===== src/rtl/zjh_decoder_138.sv =====
// zjh_decoder_138: registered 3-to-8 decoder (active-low A/GS in, active-low one-hot Y out) with code qualification and line scan; ports clk, rst, A, GS, G1, G2_n, mode -> Y, valid, chg
module zjh_decoder_138 #(
  parameter int STABLE_CYC = 4,
  parameter int SCAN_DIV = 8
) (
  input  logic       clk,
  input  logic       rst,
  input  logic [2:0] A,
  input  logic       GS,
  input  logic       G1,
  input  logic       G2_n,
  input  logic       mode,
  output logic [7:0] Y,
  output logic       valid,
  output logic       chg
);
  typedef enum logic [1:0] {IDLE, QUAL, HOLD, SCAN} state_t;
  state_t r_st, w_st;
  logic [2:0] r_cand, w_cand, r_slot, w_slot, w_code;
  logic [3:0] r_cnt, w_cnt, w_n;
  logic [7:0] r_div, w_div, w_y;
  logic w_match, w_wrap;
  always_comb begin
    w_code = ~A;
    w_match = (r_st == QUAL || r_st == HOLD) && w_code == r_cand;
    w_n = (r_st == QUAL && w_match) ? r_cnt + 4'd1 : 4'd1;
    w_wrap = r_div == 8'(SCAN_DIV - 1);
    w_st = r_st;
    w_cand = r_cand;
    w_cnt = r_cnt;
    w_slot = r_slot;
    w_div = r_div;
    w_y = Y;
    if (!G1 || G2_n || (!mode && (r_st == SCAN || GS))) begin
      w_st = IDLE;
      w_cnt = 4'd0;
      w_slot = 3'd0;
      w_div = 8'd0;
      w_y = 8'hFF;
    end else if (mode) begin
      w_st = SCAN;
      w_cnt = 4'd0;
      w_div = (r_st != SCAN || w_wrap) ? 8'd0 : r_div + 8'd1;
      w_slot = r_st != SCAN ? 3'd0 : w_wrap ? r_slot + 3'd1 : r_slot;
      w_y = ~(8'b1 << w_slot);
    end else if (!(r_st == HOLD && w_match)) begin
      // a fresh or mismatching sample restarts the run at 1; the held line stays visible until acceptance
      w_cand = w_code;
      w_cnt = w_n;
      w_st = w_n >= 4'(STABLE_CYC) ? HOLD : QUAL;
      w_y = w_n >= 4'(STABLE_CYC) ? ~(8'b1 << w_code) : Y;
    end
  end
  always_ff @(posedge clk) begin
    if (rst) begin
      r_st <= IDLE;
      r_cand <= 3'd0;
      r_cnt <= 4'd0;
      r_slot <= 3'd0;
      r_div <= 8'd0;
      Y <= 8'hFF;
      valid <= 1'b0;
      chg <= 1'b0;
    end else begin
      r_st <= w_st;
      r_cand <= w_cand;
      r_cnt <= w_cnt;
      r_slot <= w_slot;
      r_div <= w_div;
      Y <= w_y;
      valid <= w_y != 8'hFF;
      chg <= w_y != 8'hFF && w_y != Y;
    end
  end
endmodule

===== config.mk =====
export PLATFORM = sky130hd
export DESIGN_NAME = zjh_decoder_138
export DESIGN_NICKNAME = d
export VERILOG_FILES = /design/src/rtl/zjh_decoder_138.sv
export SDC_FILE = /design/constraint.sdc
export NUM_CORES = 1
export LEC_CHECK = 0
export ABC_AREA = 0
export ABC_CLOCK_PERIOD_IN_PS = 2600
export CORE_MARGIN = 10
export CORE_UTILIZATION = 36
export CTS_BUF_LIST = sky130_fd_sc_hd__clkbuf_8 sky130_fd_sc_hd__clkbuf_16
export DETAILED_ROUTE_END_ITERATION = 8
export PLACE_DENSITY = 0.56
export SLEW_MARGIN = 20
export SYNTH_ARGS = -nofsm -noshare
export SYNTH_HDL_FRONTEND = slang
export SYNTH_SLANG_ARGS = --single-unit
export TNS_END_PERCENT = 5

===== constraint.sdc =====
create_clock -name clk -period 2.6 [get_ports clk]
set_input_delay 0.52 -clock clk [delete_from_list [all_inputs] [get_ports clk]]
set_output_delay 0.52 -clock clk [all_outputs]
set_load 0.02 [all_outputs]

==> results.cfg, run 1 <==
[clocking]
cts.sinks = 30
cts_root_buffer = clkbuf_8
ctsLongestPathBuffers = 2
cts_made_buffers = 5
path_clk_slew_ns = 0.07
clkLatencyLatePin_ns = 0.29
htreeDepth = 2
cts_tree = done
postCtsHoldBufs = 0

[timing]
slew_headroom_pct = 64.1
timing.fmax_mhz = 366
worst_pin_slew_ns = 0.537
fin_crit_ns = 2.73
finalSetupTns_ns = -0.134
setup_viol = 1
hold_viol_final = 0
fin_ws_ns = -0.134
finClkSkew_ns = 0.00984
rsz0062_at_grt = yes
finalCritPeriodShare_pct = 105
hold_ws_ns = 0.520
report.final.slew_viol_count = 0

[logic_synthesis]
synth_flop_cell = dfxtp_1
yosysTopAreaCell = dfxtp_1
synth_edf_count = 0
synth_top_area_share_pct = 29.5
yosys_warnings = 0
synth-xor-area-share_pct = 5.17
synth_area_leaders = dfxtp_1 30%, nor2_1 5.4%, xor2_1 4.3%
synth_seq_cells = 30
synthArstFlopShare_pct = 0
synth-simple-area-share_pct = 31.2
synth_area_per_cell_um2 = 8.41
synth_top_family_by_area = simple AND/OR/NAND/NOR gates
synth-adder-area-share_pct = 3.69
syn_inst = 242
ys_types = 64
synth_area_um2 = 2030
synth_mux_area_share_pct = 2.64
syn-num-nets = 257
synth_compound_area_share_pct = 24.1
synth-seq-area-share_pct = 29.5

[layout]
area_growth_pct = 46.2
diodes = 0
nNetsFinal = 342
layout-drive-gt1-share_pct = 32.6
layout_common_cells = 71 x buf_4, 28 x nor2_1, 27 x dfxtp_1
final_common_cell = buf_4

[global_route]
grt_usage_pct = 14.3
antenna_found_initial = 0
grt_pass1_wl_um = 10200
grt-ovfl-total = 0
grt_pass1_vias = 2101
grt_max_degree = 15

[critical_path]
cp.required_ns = 2.77
worstSetupEndpoint = chg$_SDFF_PP0_
r2r_cells = 9
r2r-start = r_div[1]$_SDFFE_PP0P_
rrSetupSlack_ns = -0.13
crit_start = r_div[1]$_SDFFE_PP0P_
start_kind = flop
crit_fanout = 5
endpoint_kind = flop
rr_endpoint = chg$_SDFF_PP0_
cp.arrival_ns = 2.91
path_class = reg2reg

[detailed_routing]
final_antenna_net_count = 0
first_iter_violations = 112
totalWireLength_um = 6360
avgRoutedWirePerCell_um = 15.9
vias = 2166
drt-vias-per-instance = 5.42
first_pass_iters = 4
drc = 0

[hold_path]
whs_path_depth = 2
holdCritPathClass = reg2reg

[placed_design]
place.gp.congestion = 0.845
port_buffers = 18
hpwl_um = 4940

[power]
vdd_drop_max_uv = 209
p_leak_uw = 0.00126
power_uw = 980
power_per_cell_area_nw_per_um2 = 329

[status]
violations = setup timing
outcome = complete, but fails checks

[floorplan]
rows = 27
die_h_um = 95.2
pin_count = 19
core-area_um2 = 5510
initial_utilization_pct = 36.9
die-area_um2 = 9060
fp.dieW_um = 95.2

[job]
drv_cap = 0
==> how the worst min path moves through the flow <==
| stage | from | slack (ns) | to |
|---|---|---|---|
| 2_1_floorplan | r_cand[2]$_SDFFE_PP0P_ | 0.48 | r_cand[2]$_SDFFE_PP0P_ |
| 3_3_place_gp | r_cand[0]$_SDFFE_PP0P_ | 0.50 | r_cand[0]$_SDFFE_PP0P_ |
| 3_5_place_dp | r_cand[2]$_SDFFE_PP0P_ | 0.51 | r_cand[2]$_SDFFE_PP0P_ |
| 4_1_cts | r_cand[1]$_SDFFE_PP0P_ | 0.52 | r_cand[1]$_SDFFE_PP0P_ |
| 5_1_grt | r_cand[1]$_SDFFE_PP0P_ | 0.56 | r_cand[1]$_SDFFE_PP0P_ |
| 6_report | r_cand[1]$_SDFFE_PP0P_ | 0.52 | r_cand[1]$_SDFFE_PP0P_ |
==> worst max-delay path, stage by stage (launching register included) <==
cell	delay (ns)
dfxtp_2	0.35
ha_4	0.14
or4b_4	0.49
o21a_1	0.24
o211a_4	0.29
buf_6	0.13
a21oi_4	0.12
nor2_1	0.06
a2111o_1	0.38
o41a_1	0.41
==> synth_stat cells (4+ instances only) <==
master	n
dfxtp_1	30
a21oi_1	8
ha_1	6
o21ai_0	6
nor3_1	6
nand2b_1	6
a211oi_1	4
inv_1	7
nor2_1	29
nand3b_1	6
nand3_1	6
clkbuf_1	9
or3_1	6
nor2b_1	4
nand2_1	14
a41oi_1	4
nand4_1	5
xor2_1	10
and3_1	6
==> per-layer routing <==
layer / global-route usage (%) / wire, µm
met2: 24.4 / 3170
met5: 0 / 0
met3: 3.14 / 350
met4: 7.73 / 197
met1: 16.3 / 2640
==> timing repair <==
| item | 4_1_cts | 5_1_grt |
|---|---|---|
| gates resized for setup | 1 | 14 |
| pin swaps | 5 | 11 |
| setup endpoints to repair | 2 | 2 |
| cloned | 0 | 0 |
| setup buffers | 0 | 5 |
==> cells by family after synthesis <==
group | Yosys count
mux | 4
simple gates | 111
compound gates | 60
flops | 30
buf+inv | 19
fa+ha+maj | 6
xor+xnor | 12
==> layout make-up <==
cell class              instances  area [µm²]
fillers                       532        2530
multi-input cells             193        1440
repair buffers                 90         724
flip-flops and latches         30         604
well taps                      72        90.1
clock buffers                   6        82.6
inverters                       7        26.3
clock inverters                 2        8.76
==> state kept, by name (all words and copies together) (netlist names) <==
name and count:
Y 8, chg 1, r_cand 3, r_cnt 4, r_div 8, r_slot 3
r_st 2, valid 1
==> metrics by stage <==
stage	setup slack, ns	util, %	cell area [µm²]	cells
after detailed placement	-0.424	50.6	2790	387
after global routing	-0.225	54.0	2970	400
after CTS	-0.0877	52.3	2880	395
after global placement	-0.409	50.6	2790	387
final	-0.134	54.0	2970	400
after floorplan	0.000686	-	2070	242
==> report_power, final <==
part | leakage, µW | internal, µW | switching (µW)
clock | 0.0000524 | 209 | 184
sequential | 0.000244 | 464 | 4.43
combinational | 0.000959 | 63.4 | 54.0
Power figures use the tool's default switching activity.
==> run 2, diff against run 1 <==
Settings changed: CTS_CLUSTER_DIAMETER set to 150, PLACE_DENSITY 0.56 to 0.63, RECOVER_POWER set to 50.
==> run 2 against run 1 <==
  * The flow still finishes with violations (setup timing)
  * Combinational power hardly changed
  * Critical path depth is 1 lower
  * First-iteration DRC count is 6.3% higher
  * Wire length is 5.2% lower
  * Register-to-register slack better by 0.05 ns
  * Sequential share of layout area is 0.50 points higher
  * Worst setup slack better by 0.019 ns
  * Core utilization is 1.4 points lower
  * Clock skew is 0.0035 ns lower
  * Count of clock-buffer cells in the layout stayed put
  * Worst hold slack worse by 0.0068 ns
  * Critical path type is now in2reg
==> results.cfg, run 2 (same netlist as run 1, synthesis figures left out) <==
[critical_path]
critPathTopFamily = simple AND/OR/NAND/NOR gates
critPathBufInv = 2
path_class = in2reg
worst_path_max_delay_cell = or4b_2
cp.arrival_ns = 2.89
endpoint_kind = flop
start_kind = input port
critPathMaxStageDelay_ns = 0.71
cp.required_ns = 2.78
crit_fanout = 5
crit_chain = clkdlybuf4s50_1, or4b_2, nor3_1, clkbuf_1, nand4_1, nand3b_1, o22ai_1, o41a_1
rrSetupSlack_ns = -0.08

[global_route]
grt_pass1_vias = 2075
grt_pass1_wl_um = 10100
antenna_found_initial = 0
grt-ovfl-total = 0
grt_usage_pct = 14.1
grt_max_degree = 15

[detailed_routing]
vias = 2153
final_antenna_net_count = 0
first_iter_violations = 119
drt-vias-per-instance = 5.45
first_pass_iters = 4
drc = 0
avgRoutedWirePerCell_um = 15.3
totalWireLength_um = 6030

[job]
drv_cap = 0

[timing]
hold_viol_final = 0
setup_viol = 2
finalCritPeriodShare_pct = 104
worst_pin_slew_ns = 0.518
rsz0062_at_grt = yes
fin_crit_ns = 2.71
timing.fmax_mhz = 368
fin_ws_ns = -0.114
slew_headroom_pct = 65.4
hold_ws_ns = 0.513
finClkSkew_ns = 0.00629
report.final.slew_viol_count = 0

[floorplan]
die-area_um2 = 9060
rows = 27
fp.dieW_um = 95.2
pin_count = 19
die_h_um = 95.2
core-area_um2 = 5510
initial_utilization_pct = 36.9

[layout]
layout-drive-gt1-share_pct = 28.8
fin_util_pct = 52.6
fin_area_um2 = 2900
reg_top3 = Y (8), r_div (8), r_cnt (4)
diodes = 0
nNetsFinal = 337
final_common_cell = buf_4
area_growth_pct = 42.4
layout_common_cells = 63 x buf_4, 29 x nor2_1, 28 x dfxtp_1

[clocking]
cts_root_buffer = clkbuf_8
clkLatencyLatePin_ns = 0.30
cts_made_buffers = 5
path_clk_slew_ns = 0.06
cts.sinks = 30
htreeDepth = 2
ctsLongestPathBuffers = 2
postCtsHoldBufs = 0
cts_setup_buffers = 0
cts_tree = done

[hold_path]
holdCritPathClass = reg2reg

[status]
violations = setup timing
outcome = complete, but fails checks

[placed_design]
dpl_worst_slack_ns = -0.323
hpwl_um = 4780
place_area_um2 = 2800
place.gp.congestion = 0.961
port_buffers = 18

[power]
power_per_cell_area_nw_per_um2 = 337
vdd_drop_max_uv = 231
p_leak_uw = 0.00118
## run 2: changes by cell type in the layout (fill, tap and decap cells not counted), moves of 2 or more
cell	change
dlygate4sd3_1	+10
clkbuf_1	+3
o21ai_1	-2
o21ai_0	+2
nor4b_1	+2
buf_4	-8
clkdlybuf4s50_1	-10
## run 2: worst paths after layout
kind | cells after the start | end | startpoint
min reg2reg | 2 | r_cand[2]$_SDFFE_PP0P_ | r_cand[2]$_SDFFE_PP0P_
max | 8 | chg$_SDFF_PP0_ | G2_n
min | 2 | r_cand[2]$_SDFFE_PP0P_ | r_cand[2]$_SDFFE_PP0P_
max reg2reg | 8 | chg$_SDFF_PP0_ | r_div[1]$_SDFFE_PP0P_
## run 2: metrics by stage
step | std cells | setup TNS [ns] | power [µW]
finish | 395 | -0.174 | 977
global route | 395 | -0.431 | 1020
floorplan | 242 | 0 | 530
detailed placement | 387 | -0.625 | 592
global placement | 387 | -0.576 | 591
CTS | 395 | -0.119 | 988
## run 2: where the power goes
group / switching, µW / internal [µW]
combinational: 52.1 / 61.6
clock: 186 / 209
sequential: 3.96 / 464
total: 242 / 735
## run 2: worst register-to-register path, stage by stage (launching register included)
cell and delay [ns]:
dfxtp_2 0.35, ha_4 0.13, or4b_4 0.48, o211ai_1 0.27, nand3b_1 0.19, a2111oi_4 0.40
xor2_1 0.20, o2111ai_1 0.12, o41a_1 0.43
## run 2: routing by layer
layer | part of all wire, % | global-route usage [%] | wire length [µm]
met4 | 1.6 | 3.87 | 98
met3 | 4.3 | 3.93 | 258
met1 | 45 | 17.3 | 2740
met5 | 0 | 0 | 0
met2 | 49 | 23.6 | 2930
## run 2: final cells by class
type                       instances  area [µm²]
clock buffer                       6        82.6
clock inverter                     2        8.76
fill                             521        2610
inverter                           7        26.3
multi-input combinational        193        1400
sequential                        30         603
tap                               72        90.1
timing repair buffer              85         684
## run 2: repair_timing
| action | CTS | global route |
|---|---|---|
| resized for setup | 1 | 3 |
| hold endpoints to repair | 0 | 0 |
| endpoints found under the setup margin | 2 | 2 |
| pin swaps | 5 | 0 |
